`config.mk`:
```
export PLATFORM = sky130hd
export DESIGN_NAME = countdown_sched_flat
export DESIGN_NICKNAME = d
export VERILOG_FILES = /design/src/rtl/countdown_sched_if.sv /design/src/rtl/countdown_sched.sv /design/src/flat_wrapper.sv
export SDC_FILE = /design/constraint.sdc
export NUM_CORES = 1
export LEC_CHECK = 0
export ABC_CLOCK_PERIOD_IN_PS = 7500
export BUFFER_PORTS_ARGS = -buffer_cell sky130_fd_sc_hd__buf_2
export CORE_ASPECT_RATIO = 0.75
export CORE_UTILIZATION = 40
export CTS_BUF_LIST = sky130_fd_sc_hd__clkbuf_4 sky130_fd_sc_hd__clkbuf_8
export DETAILED_ROUTE_END_ITERATION = 16
export PLACE_DENSITY = 0.54
export SETUP_SLACK_MARGIN = 0.2
export SLEW_MARGIN = 20
export SYNTH_ARGS = -nofsm -noshare
export SYNTH_HDL_FRONTEND = slang
export SYNTH_SLANG_ARGS = --single-unit
export TNS_END_PERCENT = 20
```
`constraint.sdc`:
```
create_clock -name clkin -period 7.5 [get_ports clkin]
set_clock_uncertainty 0.2 [all_clocks]
set_input_delay 0.375 -clock clkin [delete_from_list [all_inputs] [get_ports clkin]]
set_output_delay 0.375 -clock clkin [all_outputs]
set_load 0.1 [all_outputs]
```
`src/rtl/countdown_sched_if.sv`:
```
// Control and status bundle for the countdown sequencer. The master side drives
// configuration and run control; the slave side returns ticks and countdown status.
interface countdown_sched_if #(
  parameter int CNT_W = 8
);
  logic [31:0]      cfg_div;
  logic             cfg_load;
  logic [CNT_W-1:0] load_val;
  logic             start;
  logic             pause;
  logic             clear;
  logic             tick_out;
  logic             half_out;
  logic [CNT_W-1:0] remaining;
  logic             done;
  logic             busy;
  logic [1:0]       state;

  modport master (
    output cfg_div, cfg_load, load_val, start, pause, clear,
    input  tick_out, half_out, remaining, done, busy, state
  );

  modport slave (
    input  cfg_div, cfg_load, load_val, start, pause, clear,
    output tick_out, half_out, remaining, done, busy, state
  );
endinterface

```
`src/rtl/countdown_sched.sv`:
```
// Run/pause/clear-controlled prescaler with a countdown sequencer. tick_out is a
// one-cycle clock enable per prescaler wrap; done pulses when the count expires.
module countdown_sched #(
  parameter logic [31:0] DEFAULT_DIV = 32'd50_000_000,
  parameter int          CNT_W       = 8
) (
  input  logic              clkin,
  input  logic              rst_n,
  countdown_sched_if.slave  bus
);

  typedef enum logic [1:0] {
    IDLE    = 2'd0,
    RUN     = 2'd1,
    PAUSE   = 2'd2,
    EXPIRED = 2'd3
  } state_t;

  localparam logic [CNT_W-1:0] REM_ONE = CNT_W'(1);

  state_t           st_q,    st_nxt;
  logic [31:0]      pcnt_q,  pcnt_nxt;
  logic [31:0]      div_q,   div_nxt;   // period of the current run
  logic [31:0]      cfg_q,   cfg_nxt;   // period for the next start
  logic [CNT_W-1:0] rem_q,   rem_nxt;
  logic             tick_q,  tick_nxt;
  logic             half_q,  half_nxt;
  logic             done_q,  done_nxt;
  logic             busy_q,  busy_nxt;

  logic             idle_like;
  logic             wrap;

  assign idle_like = (st_q == IDLE) || (st_q == EXPIRED);
  assign wrap      = (pcnt_q == div_q - 32'd1);

  // NOTE: every variable gets a default before any branch, so no path leaves one
  // unassigned and no latch can be inferred.
  always_comb begin
    st_nxt   = st_q;
    pcnt_nxt = pcnt_q;
    div_nxt  = div_q;
    cfg_nxt  = cfg_q;
    rem_nxt  = rem_q;
    tick_nxt = 1'b0;
    done_nxt = 1'b0;

    // A period loaded alongside start only takes effect on the following start.
    if (idle_like && bus.cfg_load) begin
      cfg_nxt = (bus.cfg_div < 32'd2) ? 32'd2 : bus.cfg_div;
    end

    if (bus.clear) begin
      st_nxt   = IDLE;
      pcnt_nxt = '0;
      rem_nxt  = '0;
    end else begin
      case (st_q)
        IDLE, EXPIRED: begin
          if (bus.start) begin
            div_nxt  = cfg_q;
            pcnt_nxt = '0;
            rem_nxt  = bus.load_val;
            if (bus.load_val != '0) begin
              st_nxt = RUN;
            end else begin
              st_nxt   = EXPIRED;
              done_nxt = 1'b1;
            end
          end
        end
        RUN: begin
          if (wrap) begin
            pcnt_nxt = '0;
            tick_nxt = 1'b1;
            if (rem_q != '0) rem_nxt = rem_q - REM_ONE;
            if (rem_q == REM_ONE) begin
              st_nxt   = EXPIRED;
              done_nxt = 1'b1;
            end
          end else begin
            pcnt_nxt = pcnt_q + 32'd1;
          end
          // Expiry on the same wrap outranks the pause request.
          if (bus.pause && st_nxt == RUN) st_nxt = PAUSE;
        end
        PAUSE: begin
          if (bus.start) st_nxt = RUN;
        end
        default: st_nxt = IDLE;
      endcase
    end

    busy_nxt = (st_nxt == RUN) || (st_nxt == PAUSE);
    half_nxt = (st_nxt == RUN) && (pcnt_nxt < (div_nxt >> 1));
  end

  // NOTE: state registers use non-blocking assignments so every flop samples
  // the pre-edge values regardless of statement order.
  always_ff @(posedge clkin or negedge rst_n) begin
    if (!rst_n) begin
      st_q   <= IDLE;
      pcnt_q <= '0;
      div_q  <= DEFAULT_DIV;
      cfg_q  <= DEFAULT_DIV;
      rem_q  <= '0;
      tick_q <= 1'b0;
      half_q <= 1'b0;
      done_q <= 1'b0;
      busy_q <= 1'b0;
    end else begin
      st_q   <= st_nxt;
      pcnt_q <= pcnt_nxt;
      div_q  <= div_nxt;
      cfg_q  <= cfg_nxt;
      rem_q  <= rem_nxt;
      tick_q <= tick_nxt;
      half_q <= half_nxt;
      done_q <= done_nxt;
      busy_q <= busy_nxt;
    end
  end

  assign bus.state     = st_q;
  assign bus.tick_out  = tick_q;
  assign bus.half_out  = half_q;
  assign bus.remaining = rem_q;
  assign bus.done      = done_q;
  assign bus.busy      = busy_q;

endmodule

```
`src/flat_wrapper.sv`:
```
// flat-port wrapper written by rule: the top's interface ports become plain ports
module countdown_sched_flat 
#(
  parameter logic [31:0] DEFAULT_DIV = 32'd50_000_000,
  parameter int          CNT_W       = 8
)
  (clkin, rst_n, bus_cfg_div, bus_cfg_load, bus_load_val, bus_start, bus_pause, bus_clear, bus_tick_out, bus_half_out, bus_remaining, bus_done, bus_busy, bus_state);
  countdown_sched_if #(.CNT_W(CNT_W)) bus_i ();
  input  logic clkin;
  input  logic rst_n;
  input wire logic [$bits(bus_i.cfg_div)-1:0] bus_cfg_div;
  input wire logic [$bits(bus_i.cfg_load)-1:0] bus_cfg_load;
  input wire logic [$bits(bus_i.load_val)-1:0] bus_load_val;
  input wire logic [$bits(bus_i.start)-1:0] bus_start;
  input wire logic [$bits(bus_i.pause)-1:0] bus_pause;
  input wire logic [$bits(bus_i.clear)-1:0] bus_clear;
  output wire logic [$bits(bus_i.tick_out)-1:0] bus_tick_out;
  output wire logic [$bits(bus_i.half_out)-1:0] bus_half_out;
  output wire logic [$bits(bus_i.remaining)-1:0] bus_remaining;
  output wire logic [$bits(bus_i.done)-1:0] bus_done;
  output wire logic [$bits(bus_i.busy)-1:0] bus_busy;
  output wire logic [$bits(bus_i.state)-1:0] bus_state;
  assign bus_i.cfg_div = bus_cfg_div;
  assign bus_i.cfg_load = bus_cfg_load;
  assign bus_i.load_val = bus_load_val;
  assign bus_i.start = bus_start;
  assign bus_i.pause = bus_pause;
  assign bus_i.clear = bus_clear;
  assign bus_tick_out = bus_i.tick_out;
  assign bus_half_out = bus_i.half_out;
  assign bus_remaining = bus_i.remaining;
  assign bus_done = bus_i.done;
  assign bus_busy = bus_i.busy;
  assign bus_state = bus_i.state;
  countdown_sched #(.DEFAULT_DIV(DEFAULT_DIV), .CNT_W(CNT_W)) u_core (.clkin(clkin), .rst_n(rst_n), .bus(bus_i));
endmodule
```
# --- Word-level counts from Yosys, hierarchy flattened ---
# Cells that the tools add are included.
op_classes:
  addsub: 3
  magnitude_cmp: 2
  eq_ne: 11
  muxes: 32
  n_bitwise: 1
  reduce_logical: 12
ops:
  columns: ["operator", "count"]
  rows:
  - ["32-bit 2-to-1 mux", 7]
  - ["32-bit one-hot mux with 2 select lines", 1]
  - ["32-bit by 1-bit adder with 32-bit output (second input constant)", 1]
  - ["32-bit equality test", 1]
  - ["32-bit by 2-bit less-than comparator with 1-bit output (second input constant)", 1]
  - ["32-bit by 31-bit less-than comparator with 1-bit output", 1]
  - ["8-bit 2-to-1 mux", 4]
  - ["32-bit by 1-bit subtractor with 32-bit output (second input constant)", 1]
  - ["2-bit 2-to-1 mux", 9]
  - ["8-bit one-hot mux with 2 select lines", 1]
  - ["8-bit nonzero test", 2]
  - ["8-bit by 1-bit equality test with 1-bit output (second input constant)", 1]
  - ["1-bit 2-to-1 mux", 8]
  - ["8-bit by 1-bit subtractor with 8-bit output (second input constant)", 1]
  - ["2-bit by 1-bit equality test with 1-bit output (second input constant)", 3]
  - ["2-bit equality test (second input constant)", 3]
  - ["3-bit by 2-bit != test with 1-bit output (second input constant)", 2]
  - ["2-bit one-hot mux with 3 select lines", 1]
  - ["4-bit AND reduction", 1]
  - ["1-bit logical AND", 3]
  - ["3-bit != test (second input constant)", 1]
  - ["3-bit AND reduction", 1]
  - ["3-bit nonzero test", 1]
  - ["2-bit logical NOT", 1]
  - ["4 further kinds", 5]
word_totals:
  register_bits: 110
  in_bits: 46
  out_inout_bits: 14
  wordCells: 71

# --- Logic depth before layout (Yosys ltp) ---
# Gate-level depths: netlist of run 1.
logic_depth:
  ltp_word: 12
  depth_mapped: 23
  mapped_depth_nobuf: 21

# --- Least setup slack after synthesis of run 1 ---
# Ideal clock, no wire load.
synth_path:
  path_kind: "reg2reg"
  from: "register u_core.div_q[9]"
  to: "register u_core.half_q, in the netlist u_core.bus.half_out"
  setup_ns: 0.094
  arrival_ns: 4.455
  required_ns: 7.206
  setup_slack_ns: 2.751
  path_stages_with_launch: 20
  n_path_buf: 1
  synth_period_minus_slack_ns: 4.749
  cell_sequence: "dfrtp_1 > nor4_1 > nand2_1 > or3_1 > a221o_1 > nor4_4 > nand4_4 > o211ai_1 > buf_2 > nor2_1 > a221o_1 > ha_1 > a21o_1 > a21o_1 > a21o_1 > a21oi_1 > o21ai_0 > nand2_1 > nand3_1 > a211oi_1"
synth_between:
  word_cells_on_any_way: 19
  cone_classes: "1 x add/sub; 1 x order compare; 3 x eq/ne; 12 x mux; 2 x reduce/logical"
synth_rtl:
  columns: ["item", "line", "text"]
  rows:
  - ["from (decl)", "countdown_sched.sv:23", "logic [31:0] div_q, div_nxt;"]
  - ["from (signal assigned)", "countdown_sched.sv:114", "div_q <= div_nxt;"]
  - ["32-bit by 1-bit subtractor with 32-bit output", "countdown_sched.sv:35", "assign wrap = (pcnt_q == div_q - 32'd1);"]
  - ["32-bit equality test", "countdown_sched.sv:35", null]
  - ["32-bit 2-to-1 mux", "countdown_sched.sv:73", "if (wrap) begin"]
  - ["32-bit one-hot mux with 2 select lines", "countdown_sched.sv:58", "case (st_q)"]
  - ["32-bit 2-to-1 mux", "countdown_sched.sv:53", "if (bus.clear) begin"]
  - ["via u_core.pcnt_nxt[18]", "countdown_sched.sv:22", "logic [31:0] pcnt_q, pcnt_nxt;"]
  - ["32-bit by 31-bit less-than comparator with 1-bit output", "countdown_sched.sv:95", "half_nxt = (st_nxt == RUN) && (pcnt_nxt < (div_nxt >> 1));"]
  - ["1-bit logical AND", "countdown_sched.sv:95", null]
  - ["via u_core.half_nxt", "countdown_sched.sv:27", "logic half_q, half_nxt;"]
  - ["to (signal assigned)", "countdown_sched.sv:118", "half_q <= half_nxt;"]
  - ["to (decl)", "countdown_sched.sv:27", null]
# The timed path passes the listed nets, and every way through them passes these cells. The select of a mux whose other input is x is not followed.
# A chain may end at the register's enable or synchronous reset.

# --- Worst setup path after layout of run 1 ---
# Ends and elaborated chain as after synthesis.

==> summary.txt, run 1 <==
Final layout
  – Fillers: 1769
  – Fin area: between 8000 and 9000 um^2
  – NumNets Final: 930
  – ANT cells: 0
  – Area of the multi-input gates: 4170 um^2
  – Area Overhead vs Synth: 12.26%
  – Register area: between 2000 and 3000 um^2
  – Ratio of cells with drive above 1 in the final layout: 0.1786
  – Fin cells: roughly 1.1k

Synth
  – Synthesis-stage register bit count: 110
  – Synth top area cells: dfrtp_1, dfstp_2, ha_1
  – Netlist Area Pre-Place: about 7300 um^2
  – Mapped Cells: between 700 and 800
  – Synth Area in XOR/XNOR: 0.06121
  – EDFF count, synth: 0
  – Top FF cell, synth: dfrtp_1
  – Syn_area_per_cell: a little over 9 um^2
  – Adder-cell share of the synthesized area: 0.06516
  – Cell variety after synth: 63
  – YS warnings: 0
  – Complex-gate fraction of the synthesized area: 0.1332
  – Synth Area in Simple Gates: 0.2152
  – Synth async-reset ratio: 1.000
  – Mux contribution to synthesized area: 0.09602
  – Yosys top cell area share: 0.2949
  – Register area share after synthesis: 0.3813
  – Synth Net Count: between 800 and 900
  – Cell taking the most area after synthesis: dfrtp_1
  – Largest family of logic cells by synthesized area: simple AND/OR/NAND/NOR gates

Clock network
  – CTS Buf Count: 9
  – CTS Buffer Depth: 2
  – Clock slew at reported path FFs: about 0.12 ns
  – Root Driver: clkbuf_8
  – H-tree depth: 3
  – Clk sinks: 110
  – CTS tree: done
  – Clock Latency Late Sink: ~0.40 ns

Global route
  – Met1 Resource Use GR: 0.3527
  – Total gr overflow: 0
  – GRT met2 Usage: 0.3557
  – Total GRT Usage: 0.2387
  – First-pass GRT wire length: 34110 um
  – Most congested layer reported by global routing: met2
  – Initial antenna violation count: 1
  – Vias in the first global route: slightly above 6k
  – Largest net degree at the start of global routing: 70
  – Met3 global-route usage: 0.04403

Floorplan
  – Die area: around 19000 um^2
  – Die Height: 119.0 um
  – I/O pin count: 60
  – Core area: 17760 um^2
  – DIE WIDTH: approximately 160 um
  – Initial core utilization: 0.4108
  – # rows: 42

Place
  – DP HPWL: 15970 um
  – Area after DPL: roughly 7800 um^2
  – Placed instance count: between 1k and 1.5k
  – GP Congestion: approximately 0.96
  – Port Buffers: 59

Detailed routing
  – Antenna violation net count after detailed routing: 0
  – Post-Route WL: 21340 um
  – Via density: between 5 and 6
  – Via count: between 6k and 7k
  – Drt first pass iters: 8
  – Iteration-0 DRC Markers: 636
  – Wirelength per Cell: roughly 20 um
  – DRC errors left: 0

Worst setup path
  – Crit path largest cell delay: approximately 0.78 ns
  – CP Max Fanout: 24
  – Flop-to-flop setup slack: about 1.7 ns
  – Worst r2r dst: u_core.bus.half_out
  – Critical path class: reg2reg
  – Reg2Reg Depth: 19
  – Startpoint types: register
  – Top cell by count, worst path: nand3_1
  – CP required: roughly 7.6 ns
  – Crit end category: register
  – Slowest library cell on the worst path: nor4_1
  – Arr. time, crit path: approximately 5.9 ns
  – Crit path cell chain: nor4_1 -> nand3_1 -> o21ai_0 -> or4b_1 -> nor3_1 -> nand4b_1 -> o21a_1 -> nand3_1 -> a31oi_1 -> ha_1 -> a21o_1 -> a21o_1 -> a21oi_1 -> nor3_1 -> a211oi_1 -> o21ai_0 -> nand3_1 -> nand3_1 -> a211oi_1
  – Reg-to-reg startpoint: u_core.div_q[9]

STA
  – Final-report max-slew violation count: 0
  – Fin Hold WS: approximately 0.024 ns
  – Worst slew pin tran: 1.093 ns
  – Final setup TNS: 0 ns
  – Setup-failing EPs final: 0
  – Slew HR: 0.2713
  – RSZ-0062 raised after global routing: false
  – Fin crit period: between 5 and 6 ns
  – Fmax: between 150 and 200 MHz
  – Period utilization: 0.7737
  – Final hold violations: 0

Min path
  – Hold path start: bus_cfg_div[12]
  – Worst hold path class: in2reg
  – Hold endpoint: u_core.cfg_q[12]
  – Hold Path Depth: 2

Power and ir drop
  – Leakage: 3.737 nW
  – Pwr Density: 352.1 nW/um^2
  – Worst VDD drop: just over 200 uV

Job
  – Max Cap Viol: 0

Status
  – Status: finished, final reports clean
==> critical path: cells and delay by family (launching register included) <==
kind	cells	cell delay (ns)
AO/OA/AOI/OAI	9	2.13
flip-flops	1	0.46
adder cells (fa/ha/maj)	1	0.32
AND/OR/NAND/NOR	9	2.59
==> metrics by stage <==
stage                     total power [W]  worst slack [ns]    util
after floorplan                  0.002089             2.751       -
after global placement           0.002495             1.924  0.4398
after detailed placement         0.002509             1.803  0.4398
after CTS                        0.002892             1.785  0.4612
after global routing             0.003086             1.160  0.4612
final                            0.002884             1.697  0.4612
==> power by group <==
part,total (W),switching [W],internal (W)
clock network,0.000365,0.000235,0.000129
registers,0.00109,0.000248,0.000847
logic,0.00142,0.000914,0.000511
==> cell usage after synthesis, drive strengths merged (3+ instances only) <==
master and number:
a211oi 4, a21boi 3, a21o 16, a21oi 25, a221o 4, a22o 6, a22oi 8, a31oi 22
a32oi 3, and2 6, and3 6, and4 5, buf 10, clkbuf 27, dfrtp 86, dfstp 24
ha 38, inv 55, mux2 32, mux2i 34, nand2 58, nand2b 4, nand3 44, nand3b 5
nand4 25, nor2 45, nor2b 4, nor3 22, nor4 22, o211ai 4, o21a 4, o21ai 18
o31a 4, o31ai 3, or2 4, or3 25, or4 5, xnor2 26, xor2 25
==> registers in the layout (all words and copies together) (netlist names) <==
register	flops
u_core.bus.busy	1
u_core.div_q	32
u_core.bus.done	1
u_core.cfg_q	32
u_core.bus.tick_out	1
u_core.pcnt_q	32
u_core.bus.half_out	1
u_core.bus.remaining	8
u_core.bus.state	2
==> worst max-delay path by stage <==
| stage | end | slack, ns | startpoint | depth (start not counted) |
|---|---|---|---|---|
| after floorplan | u_core.bus.half_out | 2.75 | u_core.div_q[9] | 19 |
| after CTS | u_core.bus.half_out | 1.78 | u_core.div_q[9] | 19 |
| final | u_core.bus.half_out | 1.70 | u_core.div_q[9] | 19 |
| after detailed placement | u_core.bus.half_out | 1.80 | u_core.div_q[9] | 19 |
| after global placement | u_core.bus.half_out | 1.92 | u_core.div_q[0] | 21 |
| after global routing | u_core.bus.half_out | 1.16 | u_core.div_q[9] | 19 |
==> layout by cell type, fill, tap and decap left out, types with 26 or more instances in the layout <==
master / count
nand3_1: 43
mux2i_1: 34
ha_1: 38
xnor2_1: 26
nand2_1: 58
nor2_1: 45
inv_1: 55
dfrtp_1: 86
buf_2: 58
mux2_2: 32
==> area by class of cell <==
class / count / area share
clock buffers: 9 / 0.01512
clock inverters: 7 / 0.007943
inverters: 55 / 0.02520
multi-input cells: 585 / 0.5091
flip-flops and latches: 110 / 0.3397
well taps: 242 / 0.03696
repair buffers: 85 / 0.06598
==> layer usage <==
layer | up-vias | routed length [um] | share of wire
li1 | 3006 | - | -
met4 | 2 | 303 | 0.014
met5 | - | 13 | 0.00061
met2 | 233 | 9200 | 0.43
met1 | 3063 | 10490 | 0.49
met3 | 31 | 1332 | 0.062
==> repair_timing <==
| item | 4_1_cts | 5_1_grt |
|---|---|---|
| hold endpoints to repair | 59 | 0 |
| gates resized for setup | 0 | 0 |
| hold buffers | 19 | 0 |
| setup buffers | 0 | 0 |
==> kinds of logic (layout without fill, tap and decap cells) <==
logic type,after synthesis,after routing
AND/OR/NAND/NOR,289,289
AO/OA/AOI/OAI,141,141
flip-flops,110,110
buffers and inverters,92,156
multiplexers,66,66
XOR/XNOR,51,51
adder cells (fa/ha/maj),38,38
Power figures use the tool's default switching activity.
==> inputs of run 2 (changes only) <==
- ABC_AREA: unset -> 1
- ABC_CLOCK_PERIOD_IN_PS: 7500 -> 4950
- PLACE_DENSITY: 0.54 -> 0.56
- clock period: 7.5 -> 4.95 ns (I/O delays scaled with it)
==> run 2 against run 1 <==
  * Largest power group unchanged
  * Highest routed layer is now met4
  * Via count up 22%
  * Routed wire length up 18%
  * Critical endpoint unchanged
  * Sequential share of layout area down 3.5 points
==> summary.txt, run 2 <==
Floorplan
  – Initial core utilization: 0.4120 (+0.001160)
  – Die area: 20650 um^2 (+9.9%)
  – DIE WIDTH: 165.6 um (+4.8%)
  – Core area: 19490 um^2 (+9.7%)
  – I/O pin count: 60 (unchanged)
  – Die Height: 124.7 um (+4.8%)
  – # rows: 44 (+4.8%)

Final layout
  – Biggest regs: u_core.cfg_q (32), u_core.div_q (32), u_core.pcnt_q (32)
  – Most common cell after layout, fill and taps aside: nand2_1
  – Area Overhead vs Synth: 13.68%
  – Fillers: 2023 (+14%)
  – Fin area: 9128 um^2 (+11%)
  – Most frequent cells in the layout: nand2_1, inv_1, nor2_1
  – ANT cells: 0 (unchanged)
  – NumNets Final: 1301 (+40%)
  – Ratio of cells with drive above 1 in the final layout: 0.1252 (-0.05341)

STA
  – Fin crit period: 4.331 ns (-1.472 ns)
  – Final setup TNS: 0 ns (unchanged)
  – Fmax: 230.9 MHz (+34%)
  – Period utilization: 0.8750 (+0.1013)
  – Worst slew pin tran: 0.9007 ns (-0.1923 ns)
  – Setup-failing EPs final: 0 (unchanged)
  – RSZ-0062 raised after global routing: false
  – Slew HR: 0.3995 (+0.1282)
  – Final-report max-slew violation count: 0 (unchanged)
  – Final hold violations: 0 (unchanged)

Synth
  – Synth top area cells: dfrtp_1, nand2_1, dfstp_2
  – Mapped Cells: 1143 (+45%)
  – Synth Net Count: 1227 (+41%)
  – YS warnings: 0 (unchanged)
  – Yosys top cell area share: 0.2680 (-0.02689)
  – EDFF count, synth: 0 (unchanged)
  – Top FF cell, synth: dfrtp_1
  – Top post-synthesis cells by count: nand2_1, inv_1, nor2_1, dfrtp_1, o21ai_0
  – Synthesis-stage register bit count: 110 (unchanged)
  – Synth async-reset ratio: 1.000 (unchanged)
  – Netlist Area Pre-Place: 8029 um^2 (+10%)
  – Syn_area_per_cell: 7.024 um^2 (-24%)
  – Cell taking the most area after synthesis: dfrtp_1
  – Most frequent cell after synthesis: nand2_1
  – Cell variety after synth: 47 (-25%)
  – Register area share after synthesis: 0.3466 (-0.03476)

Power and ir drop
  – Pwr Density: 595.5 nW/um^2 (+69%)
  – Worst VDD drop: 303.2 uV (+48%)
  – Total power: 0.005436 W (+88%)
  – Leakage: 4.464 nW (+19%)

Place
  – Area after DPL: 8534 um^2 (+9.2%)
  – GP Congestion: 0.8951 (-6.3%)
  – DP HPWL: 19100 um (+20%)
  – Port Buffers: 59 (unchanged)

Worst setup path
  – CP Max Fanout: 20 (-17%)
  – Startpoint types: register
  – Crit end category: register
  – Reg2Reg Depth: 23 (+4)
  – CP required: 5.09 ns (-2.53 ns)
  – Crit path largest cell delay: 0.45 ns (-0.33 ns)
  – Crit path cell chain: inv_2 -> ha_1 -> nand3_2 -> nor2_4 -> nand2_2 -> nor2_2 -> nand2_1 -> nand2_1 -> nor2_1 -> nand2_1 -> nor2_1 -> nand3_2 -> nand2_2 -> inv_4 -> nand3_1 -> a221oi_1 -> ha_1 -> a21oi_1 -> nor2_1 -> a211oi_1 -> o221a_2 -> nand2_1 -> a21oi_1
  – Slowest library cell on the worst path: dfrtp_1
  – CP Buf/Inv Count: 2 (+2)
  – Logic depth of the worst path, buffers included: 23 (+4)
  – Arr. time, crit path: 4.47 ns (-1.45 ns)
  – CP top delay family: simple AND/OR/NAND/NOR gates
  – Critical path class: reg2reg
  – Top cell by count, worst path: nand2_1

Clock network
  – CTS tree: done
  – Clock Latency Late Sink: 0.41 ns (about the same)
  – Root Driver: clkbuf_8
  – CTS Buffer Depth: 2 (unchanged)
  – Setup repair bufs after CTS: 0 (unchanged)
  – Clk sinks: 110 (unchanged)
  – H-tree depth: 3 (unchanged)
  – CTS Buf Count: 9 (unchanged)
  – Clock slew at reported path FFs: 0.13 ns (about the same)

Min path
  – Worst hold path class: in2reg
  – Hold Path Depth: 3 (+1)

Detailed routing
  – Post-Route WL: 25090 um (+18%)
  – Via count: 7758 (+22%)
  – Drt first pass iters: 5 (-3)
  – DRC errors left: 0 (unchanged)
  – Via density: 5.260 (-9.3%)
  – Wirelength per Cell: 17.01 um (-13%)
  – Iteration-0 DRC Markers: 759 (+19%)
  – Antenna violation net count after detailed routing: 0 (unchanged)

Global route
  – First-pass GRT wire length: 39830 um (+17%)
  – Total gr overflow: 0 (unchanged)
  – Total GRT Usage: 0.2519 (+0.01325)
  – Initial antenna violation count: 0 (-1)
  – Vias in the first global route: 7131 (+16%)
  – Largest net degree at the start of global routing: 70 (unchanged)

Job
  – Max Cap Viol: 0 (unchanged)

Status
  – Status: finished, final reports clean
run 2: metal layers:
layer	wire length [um]	GRT usage	vias up
met3	1662	0.04695	15
met2	10330	0.3527	238
met1	12810	0.3950	3590
li1	-	-	3915
met5	0	0	-
met4	284	0.05027	0
run 2: layout make-up:
cell class	count	area (um^2)	share of cell area
Inverter	151	569.3	0.06237
Timing Repair Buffer	106	745.7	0.08170
Multi-Input combinational cell	839	4503	0.4934
Sequential cell	110	2783	0.3049
Clock inverter	7	86.33	0.009459
Clock buffer	9	123.9	0.01357
Tap cell	253	316.6	0.03468
run 2: path summary, 6_finish.rpt:
path	end	start	slack [ns]
setup / recovery	u_core.bus.half_out	u_core.div_q[0]	0.62
min in group asynchronous	u_core.cfg_q[31]	rst_n	0.30
setup reg to reg	u_core.bus.half_out	u_core.div_q[0]	0.62
max in group asynchronous	u_core.cfg_q[7]	rst_n	3.15
hold reg to reg	u_core.cfg_q[21]	u_core.cfg_q[21]	0.27
hold / removal	u_core.bus.remaining[4]	bus_load_val[4]	0.02
run 2: cell families (layout without fill, tap and decap cells):
kind of cell / after synthesis / count (layout) / synth area share
compound gates: 196 / 196 / 0.1462
xor+xnor: 41 / 41 / 0.04473
fa+ha+maj: 38 / 38 / 0.05922
buf+inv: 194 / 273 / 0.09319
flops: 110 / 110 / 0.3466
simple gates: 564 / 564 / 0.3101
run 2: report_power, final:
group | switching (W) | internal [W]
registers | 0.000466 | 0.00134
clock network | 0.000358 | 0.000246
logic | 0.00210 | 0.000919
run 2: per-stage QoR:
stage | utilization | hold slack (ns) | std cells | setup slack, ns
after floorplan | - | -0.2481 | 1143 | 1.253
after global placement | 0.4379 | 0.2317 | 1421 | 0.5692
after detailed placement | 0.4379 | 0.2347 | 1421 | 0.5683
after CTS | 0.4682 | 0.004924 | 1475 | 0.5621
after global routing | 0.4683 | 0.01779 | 1475 | 0.3073
final | 0.4683 | 0.02386 | 1475 | 0.6186
run 2: repair_timing:
| item | in CTS | in global routing |
|---|---|---|
| resized for setup | 0 | 2 |
| hold endpoints to repair | 83 | 0 |
| hold buffers | 38 | 0 |
| endpoints found under the setup margin | 0 | 1 |
run 2: tightest hold or removal path: stages:
cell     delay [ns]
buf_2          0.11
o21ai_0        0.17
o31ai_1        0.08
==> inputs of run 3 (changes only) <==
--- a/config.mk
+++ b/config.mk
@@ -8,9 +8,8 @@
 export ABC_AREA = 1
-export ABC_CLOCK_PERIOD_IN_PS = 4950
 export BUFFER_PORTS_ARGS = -buffer_cell sky130_fd_sc_hd__buf_2
 export CORE_ASPECT_RATIO = 0.75
-export CORE_UTILIZATION = 40
+export CORE_UTILIZATION = 45
 export CTS_BUF_LIST = sky130_fd_sc_hd__clkbuf_4 sky130_fd_sc_hd__clkbuf_8
 export DETAILED_ROUTE_END_ITERATION = 16
-export PLACE_DENSITY = 0.56
+export PLACE_DENSITY = 0.62
 export SETUP_SLACK_MARGIN = 0.2
==> constraint.sdc (replaced) <==
create_clock -name clkin -period 4.95 [get_ports clkin]
set_clock_uncertainty 0.2 [all_clocks]
set_input_delay 0.99 -clock clkin [delete_from_list [all_inputs] [get_ports clkin]]
set_output_delay 0.99 -clock clkin [all_outputs]
set_load 0.1 [all_outputs]
==> run 3 against run 2 <==
  * Utilization grew 4.2 points
  * Global-route usage increased by 1.8 points
  * Register-to-register slack better by 0.04 ns
  * Critical path type unchanged
  * Critical endpoint unchanged
  * Largest cell class unchanged
  * Highest routed layer unchanged
==> summary.txt, run 3 (synthesis results as in run 2) <==
Global route
  – Largest net degree at the start of global routing: 111 (+59%)
  – Vias in the first global route: 6809 (-4.5%)
  – Initial antenna violation count: 0 (unchanged)
  – First-pass GRT wire length: 38240 um (-4.0%)
  – Total gr overflow: 0 (unchanged)
  – Total GRT Usage: 0.2703 (+0.01833)

Floorplan
  – Initial core utilization: 0.4686 (+0.05662)
  – Die area: 18390 um^2 (-11%)
  – Die Height: 117.7 um (-5.6%)
  – Core area: 17130 um^2 (-12%)
  – # rows: 41 (-6.8%)
  – DIE WIDTH: 156.2 um (-5.6%)
  – I/O pin count: 60 (unchanged)

Worst setup path
  – Top cell by count, worst path: nand2_1
  – Reg2Reg Depth: 23 (unchanged)
  – Startpoint types: register
  – Crit path cell chain: inv_2 -> ha_1 -> nand3_2 -> nor2_4 -> nand2_2 -> nor2_2 -> nand2_1 -> nand2_1 -> nor2_1 -> nand2_1 -> nor2_1 -> nand3_2 -> nand2_2 -> inv_4 -> nand3_1 -> a221oi_1 -> ha_1 -> a21oi_1 -> nor2_1 -> a211oi_1 -> o221a_2 -> nand2_1 -> a21oi_1
  – Slowest library cell on the worst path: dfrtp_1
  – CP top delay family: simple AND/OR/NAND/NOR gates
  – CP Buf/Inv Count: 2 (unchanged)
  – Crit end category: register
  – CP required: 5.08 ns (about the same)
  – Arr. time, crit path: 4.42 ns (-0.05 ns)
  – Logic depth of the worst path, buffers included: 23 (unchanged)
  – CP Max Fanout: 20 (unchanged)
  – Crit path largest cell delay: 0.44 ns (about the same)
  – Critical path class: reg2reg

Power and ir drop
  – Pwr Density: 616.5 nW/um^2 (+3.5%)
  – Switching pwr: 0.002894 W (-1.2%)
  – Worst VDD drop: 498.7 uV (+64%)
  – Leakage: 4.315 nW (-3.4%)
  – Internal power: 0.002496 W (-0.45%)
  – Switching share of power: 0.5369 (-0.001811)
  – Combinational share of power: 0.555 (about the same)
  – Clock power share: 0.110 (about the same)
  – Sequential power share: 0.334 (about the same)

Place
  – Port Buffers: 59 (unchanged)
  – DP HPWL: 18280 um (-4.3%)
  – GP Congestion: 0.9357 (+4.5%)
  – Pre-CTS WS: 0.5916 ns (+0.02334 ns)

Final layout
  – Most common cell after layout, fill and taps aside: nand2_1
  – NumNets Final: 1264 (-2.8%)
  – Area Overhead vs Synth: 8.898%
  – Final core utilization: 0.5103 (+0.04195)
  – Ratio of cells with drive above 1 in the final layout: 0.1300 (+0.004753)
  – ANT cells: 0 (unchanged)
  – Fillers: 1814 (-10%)
  – Biggest regs: u_core.cfg_q (32), u_core.div_q (32), u_core.pcnt_q (32)
  – Most frequent cells in the layout: nand2_1, inv_1, nor2_1

Clock network
  – Cts hold-fix bufs: 0 (-100%)
  – CTS Buf Count: 9 (unchanged)
  – Root Driver: clkbuf_8
  – CTS tree: done
  – H-tree depth: 3 (unchanged)
  – Clock slew at reported path FFs: 0.12 ns (about the same)
  – Setup repair bufs after CTS: 0 (unchanged)
  – Clock Latency Late Sink: 0.40 ns (about the same)
  – Clk sinks: 110 (unchanged)
  – CTS Buffer Depth: 2 (unchanged)

Job
  – Max Cap Viol: 0 (unchanged)

Detailed routing
  – DRC errors left: 0 (unchanged)
  – Iteration-0 DRC Markers: 714 (-5.9%)
  – Drt first pass iters: 5 (unchanged)
  – Via count: 7567 (-2.5%)
  – Wirelength per Cell: 16.69 um (-1.9%)
  – Antenna violation net count after detailed routing: 0 (unchanged)
  – Post-Route WL: 23710 um (-5.5%)
  – Via density: 5.325 (+1.2%)

Status
  – Status: finished, final reports clean

STA
  – Fmax: 233.2 MHz (+1.0%)
  – Fin crit period: 4.288 ns (-0.04327 ns)
  – Final-report max-slew violation count: 0 (unchanged)
  – Period utilization: 0.8663 (-0.008741)
  – Slew HR: 0.2960 (-0.1035)
  – Setup-failing EPs final: 0 (unchanged)
  – Final hold violations: 0 (unchanged)
  – Worst slew pin tran: 1.049 ns (+0.1488 ns)
  – RSZ-0062 raised after global routing: false
  – Fin Hold WS: 0.2723 ns (+0.2484 ns)
  – Final setup TNS: 0 ns (unchanged)
  – Setup ws final: 0.6619 ns (+0.04327 ns)

Min path
  – Worst hold path class: reg2reg
  – Hold Path Depth: 2 (-1)
## run 3: cell count changes in the layout (fill, tap and decap cells not counted)
| cell | previous run | this run |
|---|---|---|
| inv_8 | 2 | 1 |
| clkinvlp_4 | 1 | 0 |
| buf_12 | 0 | 1 |
| dlygate4sd3_1 | 38 | 0 |
| clkbuf_4 | 0 | 1 |
| clkinv_4 | 1 | 2 |
## run 3: final timing paths
check | from | endpoint | slack (ns)
min in group asynchronous | rst_n | u_core.bus.remaining[1] | 0.45
min | u_core.cfg_q[19] | u_core.cfg_q[19] | 0.27
min reg2reg | u_core.cfg_q[19] | u_core.cfg_q[19] | 0.27
max | u_core.div_q[0] | u_core.bus.half_out | 0.66
max reg2reg | u_core.div_q[0] | u_core.bus.half_out | 0.66
max in group asynchronous | rst_n | u_core.pcnt_q[16] | 3.65
## run 3: through the flow
stage                     cell area (um^2)  cells  power [W]
after floorplan                       8029   1143   0.003907
after global placement                8533   1405   0.004741
after detailed placement              8533   1405   0.004769
final                                 8743   1421   0.005390
after CTS                             8741   1421   0.005377
after global routing                  8743   1421   0.005854
## run 3: cell type report
class	count	area, um^2	area share
clock buffer	10	131.4	0.01503
clock inverter	6	76.32	0.008729
inverter	151	569.3	0.06511
multi-input combinational	839	4503	0.5150
sequential	110	2783	0.3183
tap	236	295.3	0.03377
timing repair buffer	69	385.4	0.04408
## run 3: worst reg2reg max path, cell delays in order, from the launching register on
cell and delay, ns:
dfrtp_1 0.44, inv_2 0.13, ha_1 0.21, nand3_2 0.17, nor2_4 0.20, nand2_2 0.11, nor2_2 0.16, nand2_1 0.08
nand2_1 0.06, nor2_1 0.04, nand2_1 0.05, nor2_1 0.05, nand3_2 0.18, nand2_2 0.21, inv_4 0.25, nand3_1 0.11
a221oi_1 0.34, ha_1 0.31, a21oi_1 0.17, nor2_1 0.06, a211oi_1 0.23, o221a_2 0.26, nand2_1 0.08, a21oi_1 0.12
## run 3: layer usage
metal	up-vias	GRT usage	part of all wire	wire (um)
li1	3834	-	-	-
met1	3477	0.4289	0.51	12180
met2	235	0.3750	0.40	9582
met3	21	0.04860	0.070	1654
met4	0	0.05270	0.012	294
met5	-	0	0	0
## run 3: power by group through the flow
stage               registers (W)  logic (W)  clock network [W]
finish                    0.00180    0.00299           0.000595
global route              0.00186    0.00335           0.000648
CTS                       0.00179    0.00297           0.000616
detailed placement        0.00181    0.00296                  0
global placement          0.00181    0.00293                  0
floorplan                 0.00196    0.00194                  0
## run 3: timing repair
action                     CTS  global route
setup endpoints to repair    0             1
hold endpoints to repair     0             0
resized for setup            0             2
